## src/rtl/log_to_linear.sv

```systemverilog
// LogNumber to signed fixed-point converter, serial shifter with valid/ready handshake.
// Define LOG_TO_LINEAR_ROUND_EN to round right-shifted results half up instead of truncating.
module log_to_linear #(
    parameter int M         = 3,
    parameter int F         = 4,
    parameter int OUT_WIDTH = 8,
    parameter int OUT_FRAC  = 4
) (
    input  logic                 clock,
    input  logic                 reset,
    input  logic [M+F:0]         in_data,
    input  logic                 in_valid,
    output logic                 in_ready,
    output logic [OUT_WIDTH-1:0] out_data,
    output logic                 out_valid,
    input  logic                 out_ready,
    output logic                 out_sat,
    output logic                 out_inf
);
    localparam int MW = OUT_WIDTH - 1;
    localparam logic [OUT_WIDTH-1:0] MAXP = {1'b0, {MW{1'b1}}};

    typedef enum logic [1:0] {IDLE, LOAD, SHIFT, DONE} state_t;

    // Evaluated only at elaboration to build the mantissa table.
    function automatic int mant_of(input int k);
        real x;
        x = (2.0 ** F) * (2.0 ** (real'(k) / (2.0 ** F)));
        return $rtoi(x + 0.5);
    endfunction

    function automatic logic [OUT_WIDTH-1:0] fin(
        input logic [MW-1:0] m,
        input logic          ng,
        input logic          st
    );
        logic [OUT_WIDTH-1:0] v;
        v = st ? MAXP : {1'b0, m};
        return ng ? (~v + 1'b1) : v;
    endfunction

    logic [F:0] mant [2**F];
    for (genvar g = 0; g < 2**F; g++) begin : g_mant
        assign mant[g] = (F+1)'(mant_of(g));
    end

    state_t        state;
    logic [M+F:0]  din;
    logic [MW-1:0] mag;
    logic [15:0]   cnt;
    logic          left;
    logic          neg;
    logic          sat;

    logic          sgn_i;
    logic [M-1:0]  le;
    logic [F-1:0]  lf;
    logic          special;
    int            s_i;
    int            n_i;
    logic [MW-1:0] mant_i;

    assign {sgn_i, le, lf} = din;
    assign special = &din[M+F-1:0];
    assign mant_i  = MW'(mant[lf]);

    always_comb begin
        s_i = int'(le) - 2**(M-1) + OUT_FRAC - F;
        n_i = 0;
        if (s_i > 0)
            n_i = s_i;
        else if (-s_i > F + 2)
            n_i = F + 2;
        else
            n_i = -s_i;
    end

    logic [MW-1:0] shl;
    logic [MW-1:0] shr;
    logic [MW:0]   rnd;
    logic [MW-1:0] nmag;
    logic          nsat;

    assign shl = mag << 1;
    assign shr = mag >> 1;
`ifdef LOG_TO_LINEAR_ROUND_EN
    assign rnd = {1'b0, shr} + {{MW{1'b0}}, mag[0]};
`else
    assign rnd = {1'b0, shr};
`endif

    // Rounding only applies to the final right shift.
    always_comb begin
        nmag = shr;
        nsat = sat;
        if (left) begin
            nmag = shl;
            nsat = sat | mag[MW-1];
        end else if (cnt == 16'd1) begin
            nmag = rnd[MW-1:0];
            nsat = sat | rnd[MW];
        end
    end

    always_ff @(posedge clock or posedge reset) begin
        if (reset) begin
            state     <= IDLE;
            din       <= '0;
            mag       <= '0;
            cnt       <= '0;
            left      <= 1'b0;
            neg       <= 1'b0;
            sat       <= 1'b0;
            in_ready  <= 1'b1;
            out_data  <= '0;
            out_valid <= 1'b0;
            out_sat   <= 1'b0;
            out_inf   <= 1'b0;
        end else begin
            unique case (state)
                IDLE: if (in_valid) begin
                    din      <= in_data;
                    in_ready <= 1'b0;
                    state    <= LOAD;
                end
                LOAD: begin
                    sat  <= 1'b0;
                    neg  <= sgn_i;
                    mag  <= mant_i;
                    cnt  <= 16'(n_i);
                    left <= s_i > 0;
                    if (special) begin
                        out_data  <= sgn_i ? MAXP : '0;
                        out_sat   <= sgn_i;
                        out_inf   <= sgn_i;
                        out_valid <= 1'b1;
                        state     <= DONE;
                    end else if (n_i == 0) begin
                        out_data  <= fin(mant_i, sgn_i, 1'b0);
                        out_sat   <= 1'b0;
                        out_inf   <= 1'b0;
                        out_valid <= 1'b1;
                        state     <= DONE;
                    end else begin
                        state <= SHIFT;
                    end
                end
                SHIFT: begin
                    mag <= nmag;
                    sat <= nsat;
                    cnt <= cnt - 16'd1;
                    if (cnt == 16'd1) begin
                        out_data  <= fin(nmag, neg, nsat);
                        out_sat   <= nsat;
                        out_inf   <= 1'b0;
                        out_valid <= 1'b1;
                        state     <= DONE;
                    end
                end
                DONE: if (out_ready) begin
                    out_valid <= 1'b0;
                    in_ready  <= 1'b1;
                    state     <= IDLE;
                end
                default: state <= IDLE;
            endcase
        end
    end
endmodule

```

## config.mk

```make
export PLATFORM = sky130hd
export DESIGN_NAME = log_to_linear
export DESIGN_NICKNAME = d
export VERILOG_FILES = /design/src/rtl/log_to_linear.sv
export SDC_FILE = /design/constraint.sdc
export NUM_CORES = 1
export LEC_CHECK = 0
export BUFFER_PORTS_ARGS = -buffer_cell sky130_fd_sc_hd__buf_2
export CORE_MARGIN = 2
export CORE_UTILIZATION = 57
export CTS_BUF_LIST = sky130_fd_sc_hd__clkbuf_8
export CTS_CLUSTER_SIZE = 8
export DETAILED_ROUTE_END_ITERATION = 12
export GPL_TIMING_DRIVEN = 0
export PLACE_DENSITY_LB_ADDON = 0.15
export SLEW_MARGIN = 20
export SYNTH_ARGS = -nofsm -noshare
export SYNTH_HDL_FRONTEND = slang
export SYNTH_SLANG_ARGS = --single-unit
export TNS_END_PERCENT = 20
```

## constraint.sdc

```tcl
create_clock -name clock -period 2.48 [get_ports clock]
set_input_delay 0.124 -clock clock [delete_from_list [all_inputs] [get_ports clock]]
set_output_delay 0.124 -clock clock [all_outputs]
set_load 0.02 [all_outputs]
```

# After elaboration in Yosys (flattened, before gate mapping)

Memory sizes are Yosys's and may differ from the RTL's.
Index checks and enable logic that the tools add are counted.

Register bits: 48
Memories kept: 1
Word-level logic and storage cells: 83
Bits in read-only memories: 80
Output and inout port bits: 12
Input port bits: 12

Memories:

| memory          | words | width | read ports | clocked after memory_dff | wr ports | RTL line | source |
|---|---|---|---|---|---|---|---|
| (no name shown) | 16    | 5     | 1          | 0                        | 0        | 65       | `assign mant_i = MW'(mant[lf]);` |

Equality and inequality tests: 8
$lt $le $gt $ge: 3
Add/subtract/negate cells: 7
Bitwise gates (word level): 4
Mux-type cells: 37
Reductions and logical operators: 11

Operators with widths:

| cell                                                 | count |
|---|---|
| two-way mux 32 bit                                   | 2 |
| two-way mux 8 bit                                    | 5 |
| > comparator 32 x 4 -> 1 bit (second input constant) | 1 |
| zero test 32 bit                                     | 1 |
| negator 6 -> 32 bit                                  | 1 |
| one-hot mux 16 bit (2 select lines)                  | 1 |
| two-way mux 7 bit                                    | 3 |
| adder 8 x 1 -> 8 bit (second input constant)         | 2 |
| == test 16 x 1 -> 1 bit (second input constant)      | 1 |
| one-hot mux 8 bit (2 select lines)                   | 1 |
| subtractor 16 x 1 -> 16 bit (second input constant)  | 1 |
| one-hot mux 7 bit (2 select lines)                   | 1 |
| two-way mux 1 bit                                    | 13 |
| two-way mux 5 bit                                    | 2 |
| AND reduction 3 bit                                  | 3 |
| NOT 5 -> 8 bit                                       | 1 |
| NOT 7 -> 8 bit                                       | 1 |
| one-hot mux 1 bit (2 select lines)                   | 4 |
| one-hot mux 2 bit (4 select lines)                   | 1 |
| AND reduction 7 bit                                  | 1 |
| > comparator 6 x 1 -> 1 bit (second input constant)  | 1 |
| two-way mux 2 bit                                    | 3 |
| != test 2 bit (second input constant)                | 3 |
| subtractor 5 x 4 -> 6 bit (second input constant)    | 1 |
| other kinds (14)                                     | 16 |

# Depth between registers and ports, before layout

Gate-level depths: netlist of run 1.

Depth in word-level cells: 11
Mapped depth: 11
Mapped depth without buffers: 11

# Worst setup path before layout of run 1

Ideal clock, no wire load.

Kind: register to register
Start point: register din[5]
End point: register out_data[0]
Setup slack: -0.030 ns
Period minus slack after synthesis: 2.510 ns
Cell stages (with the launch flop): 12
Data arrival time: 2.385 ns
Setup time: 0.125 ns
Path through: dfrtp_1 -> inv_1 -> ha_1 -> inv_1 -> ha_1 -> buf_6 -> nor2b_1 -> a211o_1 -> o311ai_4 -> and2_1 -> buf_6 -> mux2_4

Cells in the longest elaborated chain, start to end: 10

Ends and longest elaborated chain:

| item                                 | RTL line | source |
|---|---|---|
| start, declared                      | 48       | `logic [M+F:0] din;` |
| start signal, assigned               | 122      | `din <= in_data;` |
| subtractor 3 x 3 -> 4 bit            | 68       | `s_i = int'(le) - 2**(M-1) + OUT_FRAC - F;` |
| adder 4 x 4 -> 5 bit                 | 68       |  |
| subtractor 5 x 4 -> 6 bit            | 68       |  |
| negator 6 -> 32 bit                  | 72, 75   |  |
| > comparator 32 x 4 -> 1 bit         | 72       | `else if (-s_i > F + 2)` |
| two-way mux 32 bit                   | 72       |  |
| two-way mux 32 bit                   | 70       | `if (s_i > 0)` |
| zero test 32 bit                     | 138      | `end else if (n_i == 0) begin` |
| != test 3 bit (no source line)       | --       |  |
| AND reduction 3 bit (no source line) | --       |  |
| end signal, assigned                 | 133      | `out_data <= sgn_i ? MAXP : '0;` |
| end signal, assigned                 | 139      | `out_data <= fin(mant_i, sgn_i, 1'b0);` |
| end signal, assigned                 | 153      | `out_data <= fin(nmag, neg, nsat);` |
| end, declared                        | 14       | `output logic [OUT_WIDTH-1:0] out_data,` |

Parallel ways exist; a longest one is shown, timed or not.
A chain may end at the register's enable or synchronous reset.

# Final worst setup path of run 1

Start point: register din[4]
End point: register out_data[2]

The elaborated chain is that of the path after synthesis.

==> flow_summary.toml, run 1 <==
[die]
io_pins = 24
coreArea_um2 = 5610
initial_utilization_pct = 60.0
num_rows = 27
fp.dieW_um = 80.8
die_y_um = 80.8
die-area_um2 = 6530

[sta]
final-max-slew-violation-count = 0
finalHoldViolations = 0
slew_headroom_pct = 33.7
worstMarginPinSlew_ns = 0.988
finalSetupViolations = 0
fin_crit_sh_pct = 97.8
period_minus_slack_ns = 2.42
rsz0062_at_grt = "true"
max_freq_ghz = 0.412
fin_skew_ns = 0.0171

[yosys]
synth_top_cell_area_share_pct = 35.0
synth.most_common_cell = "dfrtp_1"
synth.ff_latch_count = 48
ys_async_sr_fraction_pct = 100
syn_inst = 373
synth.area.top_cells = "dfrtp_1 (35%), ha_1 (6.7%), a21oi_1 (5.7%)"
synth_area_per_cell_um2 = 9.02
synthesis.nets = 403
synth_top_cell_by_area = "dfrtp_1"
synth.distinct_cells = 64
seq_area_frac_synth_pct = 35.8
synth_ff_type = "dfrtp_1"
synth_common_cells = "dfrtp_1 (47), a21oi_1 (38), nand2_1 (31), inv_1 (27)"
ys_warn_count = 0
syn_area_um2 = 3360
synth_edf_count = 0

[min_path]
hp-class = "input pin to register"
hold_depth = 2
whs_endpoint = "din[3]$_DFFE_PP0P_"
holdCritStartpoint = "in_data[3]"

[cells_and_area]
multi_input_area_um2 = 2030
fillers = 451
syn_to_final_growth_pct = 15.0
drive_gt1_share_pct = 24.9
seq_area_um2 = 1200
nets = 446
post-route-util_pct = 69.0
diodes = 0

[global_route]
grt_start_max_net_pins = 29
globalRouteOverflowTotal = 0
grtUsageTotal_pct = 28.3
grt_pass1_wl_um = 14200
grt_pass1_vias = 2849
antenna_found_initial = 0

[placed_design]
dp_hpwl_um = 6080
io_buffers = 23
gp_congestion = 0.924

[critical_path]
worstPathMaxFanout = 5
critPathTopFamily = "compound AO/OA/AOI/OAI gates"
path_cells = "inv_2 > buf_4 > nand3_2 > ha_2 > nor2b_2 > a211o_1 > o311ai_4 > and2_4 > mux2_4"
rrSetupSlack_ns = 0.06
critPathRequiredTime_ns = 2.68
max_stage_delay_ns = 0.41
arrival_ns = 2.63
r2r_cells = 9
timing.rr.end = "out_data[2]$_DFFE_PP0P_"
timing.rr.start = "din[4]$_DFFE_PP0P_"
worstSetupStartpointType = "register"
critPathKind = "register to register"
slowest_stage = "dfrtp_1"
worst-path-buf-inv = 2
setup.worst_path.end_class = "register"

[clock_network]
cts.reportedPaths.clkPinSlew_ns = 0.09
cts_sinks = 48
cts_tree = "done"
root_buffer = "clkbuf_8"
cts_buffer_depth = 2
clkLatencyLatePin_ns = 0.32
cts_buffers = 5
htree_levels = 2

[outcome]
status = "finished clean"

[route]
detail_route.wl_per_cell_um = 18.0
ant_nets = 0
wirelength_um = 8790
drc = 0
via_count = 3150
drt_iter0_drc = 264
vias_per_cell = 6.44
first_pass_iters = 6

[job]
cap_violations = 0
-- layout by cell type (no fill, tap or decap), types with 5 or more instances in the layout --
cell type and count:
dfrtp_1 45, nand3_1 6, o31ai_1 7, buf_4 11
nand2b_1 5, o21ai_0 17, inv_1 23, a31oi_1 6
nor4_1 5, a211oi_1 5, mux2_2 12, nand2_1 31
clkbuf_8 6, inv_2 5, nor3_1 15, buf_2 26
ha_1 13, clkbuf_1 12, mux2_4 5, mux2i_1 6
nor2_1 17, a21oi_1 38
-- per-stage QoR --
step | area, um^2 | cells | setup WS [ns] | hold slack, ns | setup TNS (ns)
3_3_place_gp | 3570 | 468 | -0.226 | 0.356 | -1.25
5_1_grt | 3870 | 489 | -0.0368 | 0.0432 | -0.0398
2_1_floorplan | 3360 | 373 | 0.0350 | 0.275 | 0
4_1_cts | 3810 | 487 | 0.00236 | 0.0402 | 0
3_5_place_dp | 3590 | 469 | -0.268 | 0.162 | -1.67
6_report | 3870 | 489 | 0.0557 | 0.0464 | 0
-- worst reg2reg max path: cells and delay by family (launching register included) --
kind | cells | cell delay (ns)
muxes | 1 | 0.31
adders and majority gates | 1 | 0.20
buffers and inverters | 2 | 0.21
DFF | 1 | 0.41
AOI/OAI and AO/OA | 2 | 0.66
and+or+nand+nor | 3 | 0.53
-- flip-flops by register name, indices dropped and copies added, names as in the netlist --
name and cells:
din 8, out_sat 1, sat 1, out_inf 1, mag 7, in_ready 1, out_data 8, left 1
out_valid 1, neg 1, cnt 16, state 2
-- cell families (layout without fill, tap and decap cells) --
| group | after synthesis | count (layout) | synth area share, % |
|---|---|---|---|
| AO/OA/AOI/OAI | 125 | 125 | 26.0 |
| XOR/XNOR | 1 | 1 | 0.260 |
| adder cells (fa/ha/maj) | 18 | 18 | 6.70 |
| buffers and inverters | 48 | 91 | 6.21 |
| flip-flops | 48 | 48 | 35.8 |
| multiplexers | 23 | 23 | 8.04 |
| AND/OR/NAND/NOR | 110 | 111 | 17.1 |
-- area by class of cell --
class | instances | share of cell area, %
Multi-Input combinational cell | 278 | 52.6
Sequential cell | 48 | 31.2
Timing Repair Buffer | 36 | 5.89
Inverter | 28 | 2.72
Buffer | 19 | 2.46
Tap cell | 72 | 2.33
Clock buffer | 5 | 1.78
Clock inverter | 3 | 1.10
-- worst max-delay path by stage --
stage,from,end,depth (start not counted)
after floorplan,din[5]$_DFFE_PP0P_,out_data[0]$_DFFE_PP0P_,11
after global placement,din[4]$_DFFE_PP0P_,out_data[2]$_DFFE_PP0P_,11
after detailed placement,din[4]$_DFFE_PP0P_,out_data[2]$_DFFE_PP0P_,11
after CTS,din[4]$_DFFE_PP0P_,out_data[2]$_DFFE_PP0P_,10
after global routing,din[2]$_DFFE_PP0P_,out_data[4]$_DFFE_PP0P_,10
final,din[4]$_DFFE_PP0P_,out_data[2]$_DFFE_PP0P_,9
-- metal layers --
layer | up-vias | share of wire [%] | track usage [%]
met3 | 19 | 6.2 | 5.11
met1 | 1536 | 44 | 39.5
met2 | 129 | 47 | 44.3
met4 | 0 | 2.3 | 9.83
met5 | - | 0 | 0
li1 | 1466 | - | -
-- repair_timing --
| action | 4_1_cts | 5_1_grt |
|---|---|---|
| setup buffers | 9 | 2 |
| hold buffers | 1 | 0 |
| resized for setup | 14 | 11 |
| cloned | 1 | 0 |
| setup endpoints to repair | 11 | 10 |
| pin swaps | 3 | 4 |
| hold endpoints to repair | 19 | 0 |
Power of run 1 is left out: the tool's default activity adds up to more than one toggle a clock period on the data nets, which glitch-free logic cannot reach.
==> run 2: changes to the inputs <==
CORE_UTILIZATION = 45   (was 57)
==> run 2 against run 1 <==
Net effect:
- core utilization shrank 15 points
- maximum frequency grew 0.59%
- cell count grew 6.7%
- clock skew shrank 0.0082 ns
- sequential share of layout area shrank 0.30 points
- die area grew 25%
- flip-flop and latch count is the same
- count of clock-buffer cells in the layout grew 2
==> flow_summary.toml, run 2 (same netlist as run 1, synthesis figures left out) <==
[outcome]
status = "finished clean"

[route]
wirelength_um = 8820
vias_per_cell = 5.88
detail_route.wl_per_cell_um = 16.9
via_count = 3071
ant_nets = 0
first_pass_iters = 4
drc = 0
drt_iter0_drc = 117

[clock_network]
cts.reportedPaths.clkPinSlew_ns = 0.09
cts_tree = "done"
clkLatencyLatePin_ns = 0.30
root_buffer = "clkbuf_8"
cts_buffer_depth = 2
cts_buffers = 5
htree_levels = 2
cts_sinks = 48

[global_route]
grt_pass1_wl_um = 14500
grtUsageTotal_pct = 21.7
antenna_found_initial = 0
grt_pass1_vias = 3000
globalRouteOverflowTotal = 0
grt_start_max_net_pins = 30

[critical_path]
arrival_ns = 2.60
crit_path_start = "din[4]$_DFFE_PP0P_"
worstPathMaxFanout = 7
timing.rr.start = "din[4]$_DFFE_PP0P_"
rrSetupSlack_ns = 0.07
setup.worst_path.end_class = "register"
critPathRequiredTime_ns = 2.67
slowest_stage = "or3b_1"
timing.rr.end = "out_data[7]$_DFFE_PP0P_"
cp-endpoint = "out_data[7]$_DFFE_PP0P_"
worstSetupStartpointType = "register"
path_cells = "inv_2 > ha_1 > inv_2 > ha_1 > or3b_1 > a41oi_2 > o311ai_4 > and2_4 > mux2_4"
r2r_cells = 9
critPathKind = "register to register"
max_stage_delay_ns = 0.42

[placed_design]
io_buffers = 23
dp_hpwl_um = 6070
gp_congestion = 0.887
place_inst = 496

[cells_and_area]
mostFrequentLayoutCells = "dfrtp_1 (46), a21oi_1 (38), nand2_1 (31)"
final_common_cell = "dfrtp_1"
top_regs = "cnt: 16 flops, din: 8 flops, out_data: 8 flops"
nets = 453
diodes = 0
top_register = "cnt"
drive_gt1_share_pct = 24.3
syn_to_final_growth_pct = 16.0
final_cells = 522
largest_reg_flops = 16

[power]
seqPwrFrac_pct = 24.4
finalPower_mw = 6.44
power.switching_mw = 3.12
sw_frac_of_total_pct = 48.4
leakage_nw = 1.74
combPwrFrac_pct = 67.5
peakVddDrop_uv = 892
power_density_nw_per_um2 = 1650
p_int_mw = 3.32
power_frac_clock_pct = 8.1

[die]
die_y_um = 90.5
initial_utilization_pct = 46.4
die-area_um2 = 8180
coreArea_um2 = 7250
io_pins = 24
num_rows = 31
fp.dieW_um = 90.5

[sta]
fin_skew_ns = 0.00890
period_minus_slack_ns = 2.41
slew_headroom_pct = 39.1
max_freq_ghz = 0.415
fin_crit_sh_pct = 97.2
finalHoldViolations = 0
finalSetupViolations = 0
final-max-slew-violation-count = 0
worstMarginPinSlew_ns = 0.908

[job]
cap_violations = 0

[min_path]
hold_depth = 2
hp-class = "input pin to register"
-- run 2: cell types whose count changed in the layout (fill, tap and decap cells not counted), moves of 2 or more --
| cell | previous run | this run |
|---|---|---|
| buf_4 | 11 | 19 |
| clkbuf_8 | 6 | 8 |
| ha_1 | 13 | 17 |
| ha_2 | 4 | 1 |
-- run 2: worst min path at each step --
| stage | start | slack (ns) | endpoint |
|---|---|---|---|
| 2_1_floorplan | in_data[0] | 0.27 | din[0]$_DFFE_PP0P_ |
| 3_3_place_gp | in_data[0] | 0.36 | din[0]$_DFFE_PP0P_ |
| 3_5_place_dp | reset | 0.17 | din[6]$_DFFE_PP0P_ |
| 4_1_cts | in_data[1] | 0.05 | din[1]$_DFFE_PP0P_ |
| 5_1_grt | in_data[2] | 0.05 | din[2]$_DFFE_PP0P_ |
| 6_report | in_data[1] | 0.05 | din[1]$_DFFE_PP0P_ |
-- run 2: critical path: cells and delay by family (launching register included) --
family | cells | cell delay [ns]
simple gates | 2 | 0.64
mux | 1 | 0.30
fa+ha+maj | 2 | 0.43
compound gates | 2 | 0.41
flops | 1 | 0.40
buf+inv | 2 | 0.12
-- run 2: through the flow --
step	TNS, ns	setup WS (ns)	util [%]	cell area, um^2	hold slack, ns
after detailed placement	-1.52	-0.256	49.9	3620	0.170
after floorplan	0	0.0350	-	3360	0.275
after global routing	-0.135	-0.0334	53.8	3900	0.0473
after CTS	0	0.0107	52.2	3790	0.0492
after global placement	-1.45	-0.246	49.7	3600	0.356
final	0	0.0699	53.8	3900	0.0531
-- run 2: timing repair --
| action | 4_1_cts | 5_1_grt |
|---|---|---|
| hold endpoints to repair | 19 | 0 |
| pin swaps | 3 | 4 |
| setup buffers | 8 | 11 |
| setup endpoints to repair | 10 | 15 |
| resized for setup | 6 | 10 |
| hold buffers | 1 | 0 |
-- run 2: area by class of cell --
cell class / instances / area, um^2
fill: 674 / 3350
multi-input combinational: 277 / 1990
sequential: 48 / 1200
timing repair buffer: 44 / 288
tap: 99 / 124
inverter: 28 / 105
clock buffer: 7 / 96.3
buffer: 19 / 95.1
-- run 2: metal layers --
metal	GRT usage, %	share of wire [%]	vias up
met2	36.1	48	63
met1	29.5	47	1509
met5	0	0	-
met4	5.77	1.2	0
met3	3.17	3.6	10
li1	-	-	1489
-- run 2: power groups by stage --
stage,combinational [mW],sequential (mW),clock (mW)
2_1_floorplan,2.89,1.60,0
3_3_place_gp,3.83,1.59,0
3_5_place_dp,3.89,1.59,0
4_1_cts,4.03,1.57,0.531
5_1_grt,4.83,1.62,0.563
6_report,4.35,1.57,0.521
No activity file was read; power rests on OpenSTA's default activity.
==> run 3: changes to the inputs <==
RECOVER_POWER = 50   (was not set)
==> run 3 against run 2 <==
Net effect:
- count of clock-buffer cells in the layout did not move
- non-clock buffer count is the same
- sequential share of layout area up 0.23 points
- critical endpoint unchanged
==> flow_summary.toml, run 3 (same netlist as run 1, synthesis figures left out) <==
[outcome]
status = "finished clean"

[cells_and_area]
nets = 453
diodes = 0
drive_gt1_share_pct = 21.5
largest_reg_flops = 16
post-route-util_pct = 53.4
final_cell_area_um2 = 3870
top_regs = "cnt: 16 flops, din: 8 flops, out_data: 8 flops"
final_common_cell = "dfrtp_1"
top_register = "cnt"
fillers = 686
mostFrequentLayoutCells = "dfrtp_1 (46), a21oi_1 (38), nand2_1 (31)"
syn_to_final_growth_pct = 15.1

[critical_path]
path_cells = "inv_2 > ha_1 > inv_2 > ha_1 > or3b_1 > a41oi_2 > o311ai_4 > and2_4 > mux2_4"
arrival_ns = 2.61
slowest_stage = "or3b_1"
r2r_cells = 9
critPathTopFamily = "simple AND/OR/NAND/NOR gates"
critPathRequiredTime_ns = 2.67
setup.worst_path.end_class = "register"
worstSetupStartpointType = "register"
critPathKind = "register to register"
worstPathMaxFanout = 7
max_stage_delay_ns = 0.42
worst-path-buf-inv = 2
crit_cells = 9

[route]
ant_nets = 0
via_count = 3096
wirelength_um = 8850
vias_per_cell = 5.93
detail_route.wl_per_cell_um = 17.0
drc = 0
first_pass_iters = 4
drt_iter0_drc = 109

[global_route]
globalRouteOverflowTotal = 0
antenna_found_initial = 0
grt_start_max_net_pins = 30
grt_pass1_vias = 3000
grt_pass1_wl_um = 14500
grtUsageTotal_pct = 21.7

[die]
num_rows = 31
fp.dieW_um = 90.5
die-area_um2 = 8180
die_y_um = 90.5
initial_utilization_pct = 46.4
io_pins = 24
coreArea_um2 = 7250

[min_path]
hp-class = "input pin to register"
hold_depth = 2

[placed_design]
io_buffers = 23
dp_hpwl_um = 6070
post_dp_cell_area_um2 = 3620
gp_congestion = 0.887

[sta]
period_minus_slack_ns = 2.41
finalSetupViolations = 0
final.setup.tns_ns = 0
max_freq_ghz = 0.415
worstMarginPinSlew_ns = 0.909
final-max-slew-violation-count = 0
fin_skew_ns = 0.00821
finalHoldViolations = 0
slew_headroom_pct = 39.1
fin_crit_sh_pct = 97.3

[clock_network]
cts_tree = "done"
clkLatencyLatePin_ns = 0.30
cts_buffers = 5
htree_levels = 2
cts_sinks = 48
cts_buffer_depth = 2
cts.reportedPaths.clkPinSlew_ns = 0.09
root_buffer = "clkbuf_8"

[job]
cap_violations = 0
## run 3: changes by cell type in the layout (fill, tap and decap cells not counted)
cell	before	now
buf_2	26	15
clkbuf_1	12	23
buf_12	1	0
clkbuf_2	2	3
inv_1	23	24
inv_2	5	4
## run 3: layout make-up
class	instances	area [um^2]	share of cell area [%]
Multi-Input combinational cell	277	1990	51.4
Sequential cell	48	1200	31.1
Timing Repair Buffer	44	259	6.69
Tap cell	99	124	3.20
Inverter	28	105	2.71
Clock buffer	7	96.3	2.49
Buffer	19	95.1	2.46
## run 3: metrics by stage
| stage | hold slack, ns | std cells | setup slack [ns] |
|---|---|---|---|
| after floorplan | 0.275 | 373 | 0.0350 |
| after global placement | 0.356 | 495 | -0.246 |
| after detailed placement | 0.170 | 496 | -0.256 |
| after CTS | 0.0492 | 511 | 0.0107 |
| after global routing | 0.0473 | 522 | -0.0334 |
| final | 0.0528 | 522 | 0.0680 |
## run 3: worst paths after layout
path	start	endpoint	slack (ns)
worst max-delay path	din[4]$_DFFE_PP0P_	out_data[7]$_DFFE_PP0P_	0.07
worst min-delay path	in_data[1]	din[1]$_DFFE_PP0P_	0.05
worst max register to register	din[4]$_DFFE_PP0P_	out_data[7]$_DFFE_PP0P_	0.07
worst min register to register	out_valid$_DFFE_PP0P_	out_valid$_DFFE_PP0P_	0.49
max in group asynchronous	reset	din[7]$_DFFE_PP0P_	0.77
min in group asynchronous	reset	cnt[0]$_DFFE_PP0P_	0.52
## run 3: worst reg2reg max path, delay by kind of cell, from the launching register on
kind	cells	cell delay, ns
and+or+nand+nor	2	0.64
adders and majority gates	2	0.43
AOI/OAI and AO/OA	2	0.42
DFF	1	0.40
muxes	1	0.30
buffers and inverters	2	0.12
## run 3: routing by layer
| layer | global-route usage, % | share of wire (%) | vias up |
|---|---|---|---|
| met5 | 0 | 0 | - |
| met4 | 5.77 | 1.2 | 0 |
| met3 | 3.17 | 3.8 | 10 |
| met2 | 36.1 | 48 | 70 |
| met1 | 29.5 | 47 | 1534 |
| li1 | - | - | 1482 |
## run 3: timing repair
item	in CTS	in global routing
gates resized for setup	6	10
hold buffers	1	0
setup endpoints to repair	10	15
buffers inserted	8	11
hold endpoints to repair	19	0
pin swaps	3	4
Power of run 3 is left out for the same reason.
